## config.mk

```make
export PLATFORM = sky130hd
export DESIGN_NAME = antenna_key_encoder_flat
export DESIGN_NICKNAME = d
export VERILOG_FILES = /design/src/rtl/antenna_key_encoder_if.sv /design/src/rtl/antenna_key_encoder.sv /design/src/flat_wrapper.sv
export SDC_FILE = /design/constraint.sdc
export NUM_CORES = 1
export LEC_CHECK = 0
export CAP_MARGIN = 20
export CORE_UTILIZATION = 45
export CTS_CLUSTER_DIAMETER = 60
export CTS_CLUSTER_SIZE = 16
export DETAILED_ROUTE_END_ITERATION = 8
export GPL_TIMING_DRIVEN = 0
export HOLD_SLACK_MARGIN = 0.12
export PLACE_DENSITY = 0.74
export SLEW_MARGIN = 20
export SYNTH_ARGS = -nofsm -noshare
export SYNTH_HDL_FRONTEND = slang
export SYNTH_SLANG_ARGS = --single-unit
```

## constraint.sdc

```tcl
create_clock -name clk -period 5.8 [get_ports clk]
set_clock_uncertainty 0.2 [all_clocks]
set_input_delay 1.45 -clock clk [delete_from_list [all_inputs] [get_ports clk]]
set_output_delay 1.45 -clock clk [all_outputs]
set_load 0.02 [all_outputs]
```

## src/rtl/antenna_key_encoder_if.sv

```systemverilog
// rtl/antenna_key_encoder_if.sv - key/code bus between front panel logic and antenna key encoder
// Purpose: bundles the key encoder's functional inputs and outputs.
// Signals:
//   I_key[5:0]       raw asynchronous key lines, bit n = antenna n+1
//   I_clear          one-cycle deselect request
//   I_other_bcd[2:0] code held by the other radio port
//   O_bcd[2:0]       committed antenna code (0 = none, 1..6)
//   O_valid          one-cycle pulse, O_bcd written this cycle
//   O_reject         one-cycle pulse, debounced press refused
// Modports: master drives the inputs (panel/bench side), slave is the encoder.
interface antenna_key_encoder_if;
    logic [5:0] I_key;
    logic       I_clear;
    logic [2:0] I_other_bcd;
    logic [2:0] O_bcd;
    logic       O_valid;
    logic       O_reject;

    modport master (
        output I_key,
        output I_clear,
        output I_other_bcd,
        input  O_bcd,
        input  O_valid,
        input  O_reject
    );

    modport slave (
        input  I_key,
        input  I_clear,
        input  I_other_bcd,
        output O_bcd,
        output O_valid,
        output O_reject
    );
endinterface

```

## src/rtl/antenna_key_encoder.sv

```systemverilog
// rtl/antenna_key_encoder.sv - debounced six-key to 3-bit antenna code encoder for one radio port
// Purpose: synchronises and debounces six raw key lines, commits a single pressed key as
//   antenna code 1..6, refuses multi-key presses, and emits one-cycle strobes on every
//   commit, clear and refusal.
// Ports:
//   clk  system clock
//   rst  synchronous active-high reset
//   bus  antenna_key_encoder_if.slave (I_key, I_clear, I_other_bcd in; O_bcd, O_valid, O_reject out)
// Parameters:
//   DEBOUNCE_CYCLES  stable cycles needed to accept a press or a release (>= 2)
// Build option:
//   ANT_INTERLOCK_EN  when defined, a single-key commit equal to the non-zero I_other_bcd
//                     is refused with O_reject; otherwise I_other_bcd is ignored.
module antenna_key_encoder #(
    parameter  int DEBOUNCE_CYCLES = 50000,
    localparam int CNT_W           = $clog2(DEBOUNCE_CYCLES + 1)
) (
    input  logic                   clk,
    input  logic                   rst,
    antenna_key_encoder_if.slave   bus
);

    localparam logic [CNT_W-1:0] CNT_LAST = CNT_W'(DEBOUNCE_CYCLES - 1);

    typedef enum logic [1:0] {
        S_IDLE     = 2'd0,
        S_DEBOUNCE = 2'd1,
        S_HELD     = 2'd2
    } state_t;

    logic [5:0]       key_meta_q, key_meta_d;
    logic [5:0]       key_s_q,    key_s_d;
    state_t           state_q,    state_d;
    logic [CNT_W-1:0] cnt_q,      cnt_d;
    logic [5:0]       snap_q,     snap_d;
    logic [2:0]       bcd_q,      bcd_d;
    logic             valid_q,    valid_d;
    logic             reject_q,   reject_d;

    logic       evaluate;
    logic       snap_one_hot;
    logic [2:0] snap_code;
    logic       interlock_hit;

    // Code of the snapshot; only meaningful when exactly one bit is set.
    always_comb begin
        snap_code = 3'd0;
        for (int i = 0; i < 6; i++) begin
            if (snap_q[i]) begin
                snap_code = 3'(i + 1);
            end
        end
        snap_one_hot = (snap_q != 6'd0) && ((snap_q & (snap_q - 6'd1)) == 6'd0);
    end

`ifdef ANT_INTERLOCK_EN
    // The other radio port already owns this antenna.
    assign interlock_hit = (bus.I_other_bcd != 3'd0) && (bus.I_other_bcd == snap_code);
`else
    logic unused_other_bcd;
    assign unused_other_bcd = ^bus.I_other_bcd;
    assign interlock_hit    = 1'b0;
`endif

    always_comb begin
        key_meta_d = bus.I_key;
        key_s_d    = key_meta_q;
        state_d    = state_q;
        cnt_d      = cnt_q;
        snap_d     = snap_q;
        bcd_d      = bcd_q;
        valid_d    = 1'b0;
        reject_d   = 1'b0;
        evaluate   = 1'b0;

        case (state_q)
            S_IDLE: begin
                if (key_s_q != 6'd0) begin
                    state_d = S_DEBOUNCE;
                    snap_d  = key_s_q;
                    cnt_d   = '0;
                end
            end
            S_DEBOUNCE: begin
                if (key_s_q == 6'd0) begin
                    state_d = S_IDLE;
                    cnt_d   = '0;
                end else if (key_s_q != snap_q) begin
                    // Key pattern changed mid-debounce: restart on the new pattern.
                    snap_d = key_s_q;
                    cnt_d  = '0;
                end else if (cnt_q == CNT_LAST) begin
                    evaluate = 1'b1;
                    state_d  = S_HELD;
                    cnt_d    = '0;
                end else begin
                    cnt_d = cnt_q + CNT_W'(1);
                end
            end
            S_HELD: begin
                // Any key activity restarts the release window; nothing commits here.
                if (key_s_q != 6'd0) begin
                    cnt_d = '0;
                end else if (cnt_q == CNT_LAST) begin
                    state_d = S_IDLE;
                    cnt_d   = '0;
                end else begin
                    cnt_d = cnt_q + CNT_W'(1);
                end
            end
            default: begin
                state_d = S_IDLE;
                cnt_d   = '0;
            end
        endcase

        if (evaluate) begin
            if (snap_one_hot && !interlock_hit) begin
                bcd_d   = snap_code;
                valid_d = 1'b1;
            end else begin
                reject_d = 1'b1;
            end
        end

        // Clear overrides any coincident commit or refusal; FSM and counter carry on.
        if (bus.I_clear) begin
            bcd_d    = 3'd0;
            valid_d  = 1'b1;
            reject_d = 1'b0;
        end
    end

    always_ff @(posedge clk) begin
        if (rst) begin
            key_meta_q <= 6'd0;
            key_s_q    <= 6'd0;
            state_q    <= S_IDLE;
            cnt_q      <= '0;
            snap_q     <= 6'd0;
            bcd_q      <= 3'd0;
            valid_q    <= 1'b0;
            reject_q   <= 1'b0;
        end else begin
            key_meta_q <= key_meta_d;
            key_s_q    <= key_s_d;
            state_q    <= state_d;
            cnt_q      <= cnt_d;
            snap_q     <= snap_d;
            bcd_q      <= bcd_d;
            valid_q    <= valid_d;
            reject_q   <= reject_d;
        end
    end

    assign bus.O_bcd    = bcd_q;
    assign bus.O_valid  = valid_q;
    assign bus.O_reject = reject_q;

endmodule

```

## src/flat_wrapper.sv

```systemverilog
// flat-port wrapper written by rule: the top's interface ports become plain ports
module antenna_key_encoder_flat 
#(
    parameter  int DEBOUNCE_CYCLES = 50000,
    localparam int CNT_W           = $clog2(DEBOUNCE_CYCLES + 1)
)
  (clk, rst, bus_I_key, bus_I_clear, bus_I_other_bcd, bus_O_bcd, bus_O_valid, bus_O_reject);
  antenna_key_encoder_if bus_i ();
  input  logic clk;
  input  logic rst;
  input wire logic [$bits(bus_i.I_key)-1:0] bus_I_key;
  input wire logic [$bits(bus_i.I_clear)-1:0] bus_I_clear;
  input wire logic [$bits(bus_i.I_other_bcd)-1:0] bus_I_other_bcd;
  output wire logic [$bits(bus_i.O_bcd)-1:0] bus_O_bcd;
  output wire logic [$bits(bus_i.O_valid)-1:0] bus_O_valid;
  output wire logic [$bits(bus_i.O_reject)-1:0] bus_O_reject;
  assign bus_i.I_key = bus_I_key;
  assign bus_i.I_clear = bus_I_clear;
  assign bus_i.I_other_bcd = bus_I_other_bcd;
  assign bus_O_bcd = bus_i.O_bcd;
  assign bus_O_valid = bus_i.O_valid;
  assign bus_O_reject = bus_i.O_reject;
  antenna_key_encoder #(.DEBOUNCE_CYCLES(DEBOUNCE_CYCLES)) u_core (.clk(clk), .rst(rst), .bus(bus_i));
endmodule
```

### Yosys cells after proc, flatten, opt, wreduce, memory -nomap -nowiden

Index checks and enable logic that the tools add are counted.
Widths: inputs -> output; s select.

* $add $sub $neg: 2
* eq/ne operators: 11
* multiplexer cells: 31
* bitwise gates (word level): 2
* reductions and logical operators: 12

Operators with widths (count)
* $mux 16: 5
* $pmux 16 s3: 1
* $mux 6: 3
* $add 16x1->16 const B: 1
* $eq 16x16->1 const B: 1
* $mux 3: 5
* $logic_not 6->1: 2
* $mux 2: 6
* $pmux 6 s2: 1
* $reduce_bool 6->1: 2
* $mux 1: 9
* $and 6x6->6: 1
* $ne 2x1->1 const B: 3
* $ne 6x6->1: 1
* $pmux 2 s3: 1
* $sub 6x1->6 const B: 1
* $reduce_and 5->1: 1
* $ne 2x2->1 const B: 2
* $reduce_and 4->1: 1
* $ne 3x1->1 const B: 1
* $ne 3x2->1 const B: 1
* $reduce_or 3->1: 1
* $eq 2x1->1 const B: 1
* $eq 2x2->1 const B: 1
* 6 further kinds: 6

* register bits: 41
* bits of input ports: 12
* output and inout bits: 5
* logic and storage cells: 66

### Depth between registers and ports, before layout

Gate-level depths: netlist of run 1.

* depth after elaboration: 7
* mapped depth: 7
* gate-level depth less buffers: 6

### Worst setup path after synthesis of run 1

OpenSTA, ideal clock, no wires.

* kind: register to register
* start: register u_core.cnt_q[7]
* end: register u_core.state_q[1]
* library setup time: 121 ps
* arrival: 2062 ps
* required time: 5479 ps
* path slack: 3417 ps
* stages on the path, launching flop included: 6
* buffers on the path: 0
* clock period less this slack: 2383 ps
* cell sequence: dfxtp_1 > or4_1 > or4_4 > a211o_1 > nor3b_1 > mux2_2

* cells in the longest elaborated chain, start to end: 3
* elaborated cells between the ends (all ways): 4
* classes of those cells: eq/ne: 3; reduce/logical: 1

Ends and longest elaborated chain
* start: declaration: line antenna_key_encoder.sv:34 `logic [CNT_W-1:0] cnt_q, cnt_d;`
* start signal: assignment: line antenna_key_encoder.sv:148 `cnt_q <= cnt_d;`
* $eq 16x16->1 *: line antenna_key_encoder.sv:92, antenna_key_encoder.sv:104
* $ne 3x1->1 (no source line) / $ne 2x1->1 (equally long branches)
* $reduce_and 5->1 (no source line) *
* end signal: assignment: line antenna_key_encoder.sv:147 `state_q <= state_d;`
* end: declaration: line antenna_key_encoder.sv:33 `state_t state_q, state_d;`

Mark *: on every way between the ends. The rest lies on a longest branch, timed or not.
A chain may end at the register's enable or synchronous reset.

### Worst setup path in the final report of run 1

* start: register u_core.bcd_q[2] (netlist: u_core.bus.O_bcd[2])
* end: output bus_O_bcd[2]

RTL lines
* start: declaration: line antenna_key_encoder.sv:36 `logic [2:0] bcd_q, bcd_d;`
* start signal: assignment: line antenna_key_encoder.sv:141 `bcd_q <= 3'd0;`
* start signal: assignment: line antenna_key_encoder.sv:150 `bcd_q <= bcd_d;`
* end: declaration: line flat_wrapper.sv:14 `output wire logic [$bits(bus_i.O_bcd)-1:0] bus_O_bcd;`

No word-level cell between the ends.

==> results of run 1 <==
-- power by group through the flow --
stage | logic (mW) | registers (mW) | clock network, mW
3_3_place_gp | 0.130 | 0.304 | 0
6_report | 0.134 | 0.298 | 0.234
4_1_cts | 0.133 | 0.298 | 0.237
2_1_floorplan | 0.101 | 0.303 | 0
3_5_place_dp | 0.132 | 0.305 | 0
5_1_grt | 0.149 | 0.299 | 0.248
-- placed cells by master, fill, tap and decap left out, types with 2 or more instances in the layout --
| cell type | n |
|---|---|
| sky130_fd_sc_hd__a211oi_1 | 4 |
| sky130_fd_sc_hd__a21oi_1 | 9 |
| sky130_fd_sc_hd__and2_1 | 3 |
| sky130_fd_sc_hd__and3_1 | 3 |
| sky130_fd_sc_hd__buf_2 | 2 |
| sky130_fd_sc_hd__clkbuf_1 | 10 |
| sky130_fd_sc_hd__clkbuf_8 | 5 |
| sky130_fd_sc_hd__clkdlybuf4s50_1 | 12 |
| sky130_fd_sc_hd__dfxtp_1 | 41 |
| sky130_fd_sc_hd__ha_1 | 4 |
| sky130_fd_sc_hd__inv_1 | 8 |
| sky130_fd_sc_hd__mux2i_1 | 10 |
| sky130_fd_sc_hd__nand2_1 | 19 |
| sky130_fd_sc_hd__nand2b_1 | 13 |
| sky130_fd_sc_hd__nand3_1 | 8 |
| sky130_fd_sc_hd__nand3b_1 | 2 |
| sky130_fd_sc_hd__nand4_1 | 5 |
| sky130_fd_sc_hd__nor2_1 | 12 |
| sky130_fd_sc_hd__nor2b_1 | 13 |
| sky130_fd_sc_hd__nor3_1 | 13 |
| sky130_fd_sc_hd__nor3b_1 | 2 |
| sky130_fd_sc_hd__nor4_1 | 2 |
| sky130_fd_sc_hd__o2111ai_1 | 3 |
| sky130_fd_sc_hd__o211ai_1 | 5 |
| sky130_fd_sc_hd__o21a_1 | 4 |
| sky130_fd_sc_hd__o21ai_0 | 5 |
| sky130_fd_sc_hd__o221ai_1 | 5 |
| sky130_fd_sc_hd__o31ai_1 | 4 |
| sky130_fd_sc_hd__or4_1 | 4 |
| sky130_fd_sc_hd__xnor2_1 | 6 |
| sky130_fd_sc_hd__xor2_1 | 5 |
-- worst max path at each step --
stage / from / to / slack (ns) / cells after the start
2_1_floorplan: u_core.cnt_q[7]$_SDFFE_PP0P_ / u_core.state_q[1]$_SDFFE_PP0P_ / 3.42 / 5
3_3_place_gp: bus_I_clear / u_core.bus.O_bcd[1]$_SDFFE_PP0P_ / 3.04 / 4
3_5_place_dp: bus_I_clear / u_core.bus.O_bcd[1]$_SDFFE_PP0P_ / 3.00 / 4
4_1_cts: u_core.bus.O_bcd[2]$_SDFFE_PP0P_ / bus_O_bcd[2] / 2.91 / 1
5_1_grt: u_core.key_s_q[5]$_SDFF_PP0_ / u_core.cnt_q[10]$_SDFFE_PP0P_ / 2.88 / 6
6_report: u_core.bus.O_bcd[2]$_SDFFE_PP0P_ / bus_O_bcd[2] / 2.93 / 1
-- sequential cells by signal, summed over array words and instances (netlist names) --
| register | flops |
|---|---|
| u_core.cnt_q | 16 |
| u_core.key_meta_q | 6 |
| u_core.key_s_q | 6 |
| u_core.snap_q | 6 |
| u_core.bus.O_bcd | 3 |
| u_core.state_q | 2 |
| u_core.bus.O_reject | 1 |
| u_core.bus.O_valid | 1 |
-- metal layers --
layer / vias to the layer above / track usage, % / routed length, µm
li1: 904 / - / -
met1: 813 / 25.5 / 2120
met2: 31 / 27.2 / 1800
met3: 5 / 3.90 / 147
met4: 0 / 8.00 / 52
met5: - / 0 / 0
-- area by class of cell --
cell class              count  share of cell area, %
inverters                   8                   1.26
repair buffers             12                   5.03
multi-input cells         179                   49.8
well taps                  52                   2.72
flip-flops and latches     41                   34.4
plain buffers              12                   1.99
clock buffers               5                   2.88
clock inverters             3                   1.94
-- stage by stage --
| step | utilization [%] | power (mW) | hold slack [ns] | std cells | cell area [µm²] |
|---|---|---|---|---|---|
| 2_1_floorplan | - | 0.404 | 0.214 | 240 | 2090 |
| 3_3_place_gp | 51.5 | 0.434 | 0.215 | 304 | 2270 |
| 3_5_place_dp | 51.5 | 0.437 | 0.224 | 304 | 2270 |
| 4_1_cts | 54.1 | 0.668 | 0.243 | 312 | 2390 |
| 5_1_grt | 54.1 | 0.696 | 0.261 | 312 | 2390 |
| 6_report | 54.1 | 0.665 | 0.242 | 312 | 2390 |
-- cell families (layout without fill, tap and decap cells) --
kind of cell               count (synthesis)  in the layout  share of synthesized area [%]
DFF                                       41             41                           39.3
and+or+nand+nor                          105            105                           27.9
xor gates and xnor gates                  11             11                           4.61
AOI/OAI and AO/OA                         47             47                           16.2
muxes                                     11             11                           5.33
buffers and inverters                     20             40                           3.72
adders and majority gates                  5              5                           2.88
==> impl_metrics.toml, run 1 <==
[run_status]
status = "complete, no violations"

[synth]
yosys-top-cells-count = "sky130_fd_sc_hd__dfxtp_1, sky130_fd_sc_hd__nand2_1, sky130_fd_sc_hd__nand2b_1, sky130_fd_sc_hd__nor2b_1, sky130_fd_sc_hd__nor3_1"
synth.lib_cells_used.distinct = 45
ys_ff_latch = 41
synthTopCellsByArea = "sky130_fd_sc_hd__dfxtp_1, sky130_fd_sc_hd__mux2i_1, sky130_fd_sc_hd__nand2b_1, sky130_fd_sc_hd__nor2b_1, sky130_fd_sc_hd__nand2_1"
synthesis.area_per_instance_um2 = 8.70
netlist.area_leader.share_pct = 39.3
syn_inst = 240
synthesized_nets = 256
post_synth_edffs = 0
syn_area_mm2 = 0.00209
synth_sequential_area_ratio_pct = 39.3
yosys_most_used_dff = "sky130_fd_sc_hd__dfxtp_1"
postSynth.asyncResetShare_pct = 0
synth_top_area_cell = "sky130_fd_sc_hd__dfxtp_1"
synth-warning-count = 0
yosys.cell_count.top_type = "sky130_fd_sc_hd__dfxtp_1"

[power]
powerDensity_mw_per_mm2 = 279
p_clk_share_pct = 35.2
net-switching-power_mw = 0.195
cellInternalPower_mw = 0.470
irDropWorstVdd_mv = 0.147
seq_power_share_pct = 44.7
power_leakage_nw = 0.813
power_switching_share_pct = 29.3
pwr-share-comb_pct = 20.1

[job]
drv_cap = 0

[clock_network]
cts_root_buffer = "sky130_fd_sc_hd__clkbuf_8"
cts_made_buffers = 5
clock_sink_count = 41
worst_setup_hold_path_clk_slew_ns = 0.09
clock_tree_from_tritoncts = "built"
cts_hold_buf = 0
resized_cells_post_cts = 0
cts-htree-levels = 2
post_cts.repair.setup_buffers = 0
clock_path_buffers = 2
clock_latency_ns = 0.30

[critical_path]
setup.worst_path.class = "reg2out"
critical_path.reg2reg.endpoint = "u_core.cnt_q[10]$_SDFFE_PP0P_"
worst_ep_arrival_time_ns = 1.22
setup.worst_path.start_class = "register"
worstPathBufferInverterCount = 1
worst_path_dominant_cell_family = "buffers and inverters"
timing.critical_path.slowest_stage_cell = "sky130_fd_sc_hd__clkdlybuf4s50_1"
list_of_cells_traversed_by_the_critical_path = "clkdlybuf4s50_1"
worstPathRequired_ns = 4.15
critical_path.max_stage_delay_ns = 0.60
path_max_fanout = 2
rr_startpoint = "u_core.cnt_q[0]$_SDFFE_PP0P_"
worstSetupEndpointType = "output pin"
worst_reg_to_reg_path_cell_count = 7
timing.reg2reg.setup_slack_ns = 3.18

[sta]
period_minus_slack_ns = 2.87
fin_worst_setup_slack_ns = 2.93
setup_violations = 0
finalHoldViolCount = 0
post-route-period-util_pct = 49.6
totalNegativeSetupSlack_ns = 0
tightestPinTransition_ns = 0.798
max_clock_freq_mhz = 348
grt_setup_unrepaired = "no"
timing.max_slew.rel_slack_pct = 46.3
timing_max_transition_violations_final = 0

[grt]
initial_antenna_violation_count = 0
grt_overflow = 0
global_route_wire_length_before_repair_mm = 7.29
globalRouteTotalUtil_pct = 18.3
first_global_vias = 1570
maximum_number_of_pins_on_one_net_before_global_route_repair = 15

[route]
finalWirelength_mm = 4.12
drtIter0Drc = 101
detail_route.vias_per_cell = 5.62
route.detailed.drc = 0
drtAntennaViolNets = 0
routed_wire_length_per_instance_um = 13.2
vias = 1753
dr.pass1.iters = 4

[floorplanning]
core_area_mm2 = 0.00441
dieHeight_um = 70.1
count_of_pins_on_the_block_boundary = 17
dieWidth_um = 70.1
die_area_mm2 = 0.00492
initial_utilization_pct = 47.3
std_cell_rows = 24

[placed_design]
place.gp.congestion = 0.854
place.detailed.hpwl_mm = 2.85
port_buffers = 12
placement.setup.worst_slack_ns = 3.00

[finish]
antennaDiodeCount = 0
flow.area_growth_from_synthesis_pct = 14.4
num-fill-cells = 426
register_area_um2 = 821
post_route_cells_drive_above_1_share_pct = 6.15
multi_input_area_mm2 = 0.00119
nets = 275

[hold_path]
whs_path_depth = 1
holdCritPathClass = "reg2reg"
worstHoldEndpoint = "u_core.key_s_q[2]$_SDFF_PP0_"
min-delay-start = "u_core.key_meta_q[2]$_SDFF_PP0_"
(Power assumes the default switching activity.)
==> inputs of run 2 (changes only) <==
==> constraint.sdc (replaced) <==
create_clock -name clk -period 3 [get_ports clk]
set_clock_uncertainty 0.2 [all_clocks]
set_input_delay 0.75 -clock clk [delete_from_list [all_inputs] [get_ports clk]]
set_output_delay 0.75 -clock clk [all_outputs]
set_load 0.02 [all_outputs]
==> results of run 2 <==
Same layout as run 1 (identical final DEF). Status: complete, no violations.
Main changes from that run: setup slack after placement 3.00 ns -> 0.418 ns; setup slack after layout 2.93 ns -> 0.379 ns; start point of the critical path u_core.bus.O_bcd[2]$_SDFFE_PP0P_ -> u_core.cnt_q[0]$_SDFFE_PP0P_; end point of the critical path bus_O_bcd[2] -> u_core.cnt_q[10]$_SDFFE_PP0P_; register-to-register setup slack 3.18 ns -> 0.38 ns; total power 0.665 mW -> 1.29 mW; worst IR drop on VDD 0.147 mV -> 0.285 mV
